$ cat src/rtl/fifo_wr_arb.sv
`default_nettype none
// ---------------------------------------------------------------------------
// fifo_wr_arb : round-robin burst arbiter granting NREQ writers to one FIFO
// Revision    : 1.0
// ---------------------------------------------------------------------------
module fifo_wr_arb #(
   parameter int NREQ  = 4,
   parameter int DW    = 4,
   parameter int BURST = 4
) (
   input  logic                      wclk,
   input  logic                      reset_n,
   input  logic [NREQ-1:0]           req,
   input  logic [NREQ*DW-1:0]        req_data,
   output logic [NREQ-1:0]           ack,
   input  logic                      full,
   output logic                      wren,
   output logic [DW-1:0]             wdata,
   output logic [$clog2(NREQ)-1:0]   owner,
   output logic                      busy
);

   localparam int OW = $clog2(NREQ);
   localparam int CW = $clog2(BURST) + 1;

   localparam logic [0:0] S_IDLE  = 1'b0;
   localparam logic [0:0] S_BURST = 1'b1;

   logic [0:0]    state;
   logic [0:0]    state_nxt;
   logic [OW-1:0] rr_ptr;
   logic [OW-1:0] grant_idx;
   logic [OW-1:0] owner_inc;
   logic [OW:0]   cand;
   logic [CW-1:0] cnt;
   logic          grant_vld;
   logic          req_own;
   logic          last_write;
   logic          burst_end;

   // Scan from farthest to nearest offset so the nearest set bit after rr_ptr wins.
   always_comb begin
      grant_vld = 1'b0;
      grant_idx = '0;
      cand      = '0;
      for (int i = NREQ - 1; i >= 0; i--) begin
         cand = {1'b0, rr_ptr} + (OW+1)'(i);
         if (cand >= (OW+1)'(NREQ)) cand = cand - (OW+1)'(NREQ);
         if (req[cand[OW-1:0]]) begin
            grant_vld = 1'b1;
            grant_idx = cand[OW-1:0];
         end
      end
   end

   assign req_own    = req[owner];
   assign last_write = (cnt == CW'(BURST - 1));
   assign burst_end  = (wren & last_write) | ~req_own;
   assign owner_inc  = (owner == OW'(NREQ - 1)) ? '0 : owner + OW'(1);

   always_ff @(posedge wclk or negedge reset_n) begin
      if (!reset_n) state <= S_IDLE;
      else          state <= state_nxt;
   end

   always_comb begin
      state_nxt = state;
      case (state)
         S_IDLE:  if (grant_vld) state_nxt = S_BURST;
         S_BURST: if (burst_end) state_nxt = S_IDLE;
         default: state_nxt = S_IDLE;
      endcase
   end

   always_comb begin
      busy  = (state == S_BURST);
      wren  = busy & req_own & ~full;
      wdata = busy ? req_data[int'(owner)*DW +: DW] : '0;
      ack   = '0;
      if (wren) ack[owner] = 1'b1;
   end

   // A full stall leaves cnt, owner and state untouched, with no timeout.
   always_ff @(posedge wclk or negedge reset_n) begin
      if (!reset_n) begin
         owner  <= '0;
         rr_ptr <= '0;
         cnt    <= '0;
      end else begin
         case (state)
            S_IDLE: begin
               if (grant_vld) begin
                  owner <= grant_idx;
                  cnt   <= '0;
               end
            end
            S_BURST: begin
               if (wren)      cnt    <= cnt + CW'(1);
               if (burst_end) rr_ptr <= owner_inc;
            end
            default: ;
         endcase
      end
   end

endmodule
`default_nettype wire

$ cat config.mk
export PLATFORM = sky130hd
export DESIGN_NAME = fifo_wr_arb
export DESIGN_NICKNAME = d
export VERILOG_FILES = /design/src/rtl/fifo_wr_arb.sv
export SDC_FILE = /design/constraint.sdc
export NUM_CORES = 1
export LEC_CHECK = 0
export CAP_MARGIN = 20
export CORE_MARGIN = 3
export CORE_UTILIZATION = 41
export CTS_CLUSTER_SIZE = 8
export DETAILED_ROUTE_END_ITERATION = 12
export GPL_TIMING_DRIVEN = 0
export PLACE_DENSITY_LB_ADDON = 0.25
export SYNTH_ARGS = -nofsm -noshare
export SYNTH_HDL_FRONTEND = slang
export SYNTH_SLANG_ARGS = --single-unit
export TNS_END_PERCENT = 20
$ cat constraint.sdc
create_clock -name wclk -period 3.2 [get_ports wclk]
set_clock_uncertainty 0.2 [all_clocks]
set_input_delay 0.96 -clock wclk [delete_from_list [all_inputs] [get_ports wclk]]
set_output_delay 0.96 -clock wclk [all_outputs]
set_load 0.05 [all_outputs]
# --- Yosys cells after proc, flatten, opt, wreduce, memory -nomap -nowiden ---
# Index checks and enable logic that the tools add are counted.
word_totals:
  word_cells: 72
  out_inout_bits: 12
  input_bits: 23
  register_bits: 8
classes:
  reduce_logical: 4
  muxes: 33
  shift: 1
  bitwise_logic: 7
  eq_ne: 4
  n_lt_le_gt_ge: 10
  add_sub_neg: 9
op_table:
  columns: ["operator", "n"]
  rows:
  - ["two-way mux 2 bit", 9]
  - ["variable part select 16 x 5 -> 4 bit", 1]
  - ["less-than comparator 2 x 3 -> 1 bit (second input constant)", 5]
  - ["two-way mux 1 bit", 12]
  - ["binary-select mux 1 bit (select 2 bit)", 5]
  - [">= comparator 3 bit (second input constant)", 3]
  - ["two-way mux 4 bit", 2]
  - ["subtractor 2 x 1 -> 2 bit (second input constant)", 4]
  - ["adder 2 x 2 -> 3 bit (second input constant)", 2]
  - ["two-way mux 3 bit", 2]
  - ["one-hot mux 3 bit (2 select lines)", 1]
  - ["AND reduction 2 bit", 3]
  - ["inequality test 2 bit (second input constant)", 2]
  - ["adder 2 x 1 -> 3 bit (second input constant)", 1]
  - ["adder 3 x 1 -> 3 bit (second input constant)", 1]
  - ["bitwise AND 1 bit", 3]
  - ["== test 3 x 2 -> 1 bit (second input constant)", 1]
  - [">= comparator 2 x 3 -> 1 bit (second input constant)", 1]
  - ["inverter 1 bit", 3]
  - ["adder 2 x 1 -> 2 bit (second input constant)", 1]
  - ["demux 1 bit (select 2 bit)", 1]
  - ["== test 2 bit (second input constant)", 1]
  - [">= comparator 2 x 1 -> 1 bit (second input constant)", 1]
  - ["one-hot mux 1 bit (2 select lines)", 1]
  - ["other kinds (2)", 2]

# --- Logic depth before layout (Yosys ltp) ---
logic_depth:
  ltp_word: 11
  mapped_depth: 5

# --- Worst setup path after synthesis ---
# No wires, ideal clock.
synth_timing:
  kind: "input to output"
  start: "in req[1]"
  end: "out ack[0]"
  cell_stages: 3
  arrival_time_ns: 2.526
  path_slack_ns: -0.486
  n_path_buf: 0
  cell_sequence: "mux4_2 nor3b_2 and2_1"
synth_via:
  elab_chain_cells: 5
synth_rtl:
  columns: ["element", "line_no", "source"]
  rows:
  - ["from (decl)", "13", "input logic [NREQ-1:0] req,"]
  - ["binary-select mux 1 bit (select 2 bit)", "56", "assign req_own = req[owner];"]
  - ["two-way mux 1 bit (not written as such)", "56", null]
  - ["bitwise AND 1 bit (2 in a row)", "77", "wren = busy & req_own & ~full;"]
  - ["net wren", "17", "output logic wren,"]
  - ["two-way mux 4 bit", "80", "if (wren) ack[owner] = 1'b1;"]
  - ["to (decl)", "15", "output logic [NREQ-1:0] ack,"]
# The timed path passes the listed nets, and every way through them passes these cells. The select of a mux whose other input is x is not followed.

# --- Worst setup path in the final report ---
layout_timing:
  start: "in req[3]"
  end: "out ack[0]"
layout_via:
  elab_chain_cells: 5
layout_rtl:
  columns: ["element", "line_no"]
  rows:
  - ["binary-select mux 1 bit (select 2 bit)", "56"]
  - ["two-way mux 1 bit (not written as such)", "56"]
  - ["bitwise AND 1 bit (2 in a row)", "77"]
  - ["two-way mux 4 bit", "80"]
# Every way passes these cells. The select of a mux whose other input is x is not followed.

==> reports/results.ini <==
[logic_synthesis]
yosys.area_share.simple_pct=25.9
ys_ff_latch=8
yosysSeqAreaShare_pct=26.1
syn_inst=72
synthDistinctLibCells=37
synth_area_per_cell_um2=10.7
postSynth.asyncResetShare_pct=100
synth_fp_nets=101
synthFlopType=dfrtp_1
syn_area_um2=768
synthXorXnorAreaFrac_pct=0
synth-edff-count=0
synthAdderAreaFrac_pct=9.77
synthMuxAreaShare_pct=20.8
ys.warnings.count=0
synth_compound_area_share_pct=12.4
synth_top_family_by_area=simple AND/OR/NAND/NOR gates

[detailed_routing]
met1Wirelength_um=855
finalWirelength_um=1940
drtIter0Drc=15
firstDrtPassIters=4
wl_met2_um=947
vias=739
wl_met3_um=125
drc=0
highest_layer=met4
vias_per_cell=5.39
antenna_left=0
wl_per_cell_um=14.1

[finish]
nets=143
final_common_cell=dlygate4sd2_1
fin_cells=137
drive_gt1_share_pct=34.8
fillers=139
final_area_mm2=0.00122
areaGrowthSynthToFinish_pct=58.8
final_cell_mix=dlygate4sd2_1, dfrtp_1, buf_6, and2_4
fin_util_pct=69.9
antenna_cells=0

[setup_path]
crit_chain=buf_8 -> mux4_2 -> nor3b_4 -> and2_4 -> buf_6
cp_max_fo=6
worstSetupStartpointType=primary input
worstReg2RegStart=owner[0]$_DFFE_PN0P_
crit_family=multiplexers
cp_slowest_cell=mux4_2
reg2reg_to=rr_ptr[1]$_DFFE_PN0P_
worst-setup-path-type=in -> out
reg2reg_depth=6
critPathArrivalTime_ps=2070
cp_num_buf_inv=2
rrSetupSlack_ps=970
worst-endpoint-required_ps=2040
end_kind=output pin
cpPeakStageDelay_ps=510

[global_route]
grt_antenna_before_repair=0
grt_first_pass_wirelength_um=3410
grt.total_usage_pct=18.4
overflow=0
grt_pass1_vias=702
grt_start_max_net_pins=11

[power]
p_total_uw=1080
powerDensity_mw_per_mm2=886
p_leak_uw=0.000576
ir_worst_vdd_mv=0.500

[placement]
dp_worst_setup_slack_ps=-1080
portBuffers=34
hpwl_um=1530
place_area_mm2=0.00115
gp_congestion=0.793
dp.cells=131

[cts]
htreeDepth=1
cts_tree=yes
cts_hold_buf=0
clock_tree.buffer_depth=2
clkTransAtPathRegs_ps=60
clkSinkCount=8
root_buffer=clkbuf_4
cts_buffers=3
clkLatencyLatePin_ps=250

[sta]
finalCritPeriodShare_pct=101
slew_violations=0
finalSetupViolCount=3
max_freq_mhz=310
fin_ws_ps=-27.9
tightest_slew_ps=852
final_hold_viol_count=0
min_period_ps=3230
max_slew_margin_pct=42.7
rsz0062_at_grt=yes

[worst_hold_path]
hold_depth=2
hold_path_class=reg -> reg
holdPathEnd=cnt[2]$_DFFE_PN0P_
min_from=cnt[2]$_DFFE_PN0P_

[floorplanning]
dieArea_mm2=0.00243
fp.dieH_um=49.3
start_util_pct=44.0
core_area_mm2=0.00175
die_w_um=49.3
pin_count=35
fp-row-count=15

[run]
maxCapViolCount=0

[run_status]
violations=setup timing
status=complete, but fails checks

## area by class of cell
cell class	count	area [µm²]	share of cell area [%]
multi-input combinational	56	538	44.1
timing repair buffer	37	389	31.9
sequential	8	200	16.4
tap	25	31.3	2.56
clock buffer	3	22.5	1.85
buffer	3	20.0	1.64
inverter	5	18.8	1.54
## sequential cells by signal (all words and copies together) (netlist names)
register  flops
busy          1
cnt           3
owner         2
rr_ptr        2
## synthesized netlist by cell type, types with 2 or more instances
library cell  count  area, µm²
nand2_1           3       11.3
inv_1             5       18.8
o21ai_0           2       10.0
ha_1              6       75.1
dfrtp_1           8        200
o211ai_1          2       15.0
and2_1            8       50.1
mux4_1            4        105
nand3b_1          2       15.0
nand2b_1          3       18.8
nor2_1            2       7.51
nand3_1           2       10.0
## routing by layer
metal	vias up	GRT usage, %
li1	352	-
met1	357	25.7
met2	28	28.1
met3	2	5.50
met4	0	2.84
met5	-	0
## kinds of logic (layout without fill, tap and decap cells)
group | Yosys count | after routing
multiplexers | 8 | 8
AND/OR/NAND/NOR | 30 | 30
buffers and inverters | 8 | 48
AO/OA/AOI/OAI | 12 | 12
flip-flops | 8 | 8
adder cells (fa/ha/maj) | 6 | 6
## worst register-to-register path, stage by stage (launching register included)
cell,delay [ps]
dfrtp_1,410
buf_6,170
mux4_2,550
buf_4,170
buf_4,130
a21oi_2,150
mux2_1,330
## where the power goes
group          total, µW  internal (µW)  switching, µW
logic                808            376            432
registers            196            145           50.7
clock network       76.6           42.9           33.7
## per-stage QoR
| step | hold slack (ps) | TNS [ps] |
|---|---|---|
| floorplan | 302 | -399 |
| global placement | 323 | -7560 |
| detailed placement | 342 | -7890 |
| CTS | 356 | -150 |
| global route | 414 | -108 |
| finish | 349 | -66.1 |
## timing repair
item | 4_1_cts | 5_1_grt
endpoints found under the setup margin | 9 | 5
pin swaps | 1 | 0
setup buffers | 3 | 0
resized for setup | 110 | 6
endpoints found under the hold margin | 0 | 0
## worst max-delay path by stage
stage	slack (ps)	depth (start not counted)	endpoint	startpoint
floorplan	-130	3	ack[0]	req[1]
global placement	-1030	5	ack[0]	req[3]
detailed placement	-1080	5	ack[3]	req[3]
CTS	-90	4	wdata[1]	req_data[13]
global route	-40	5	ack[2]	req[3]
finish	-30	5	ack[0]	req[3]
Note: power is estimated with default switching activity, not from simulation.
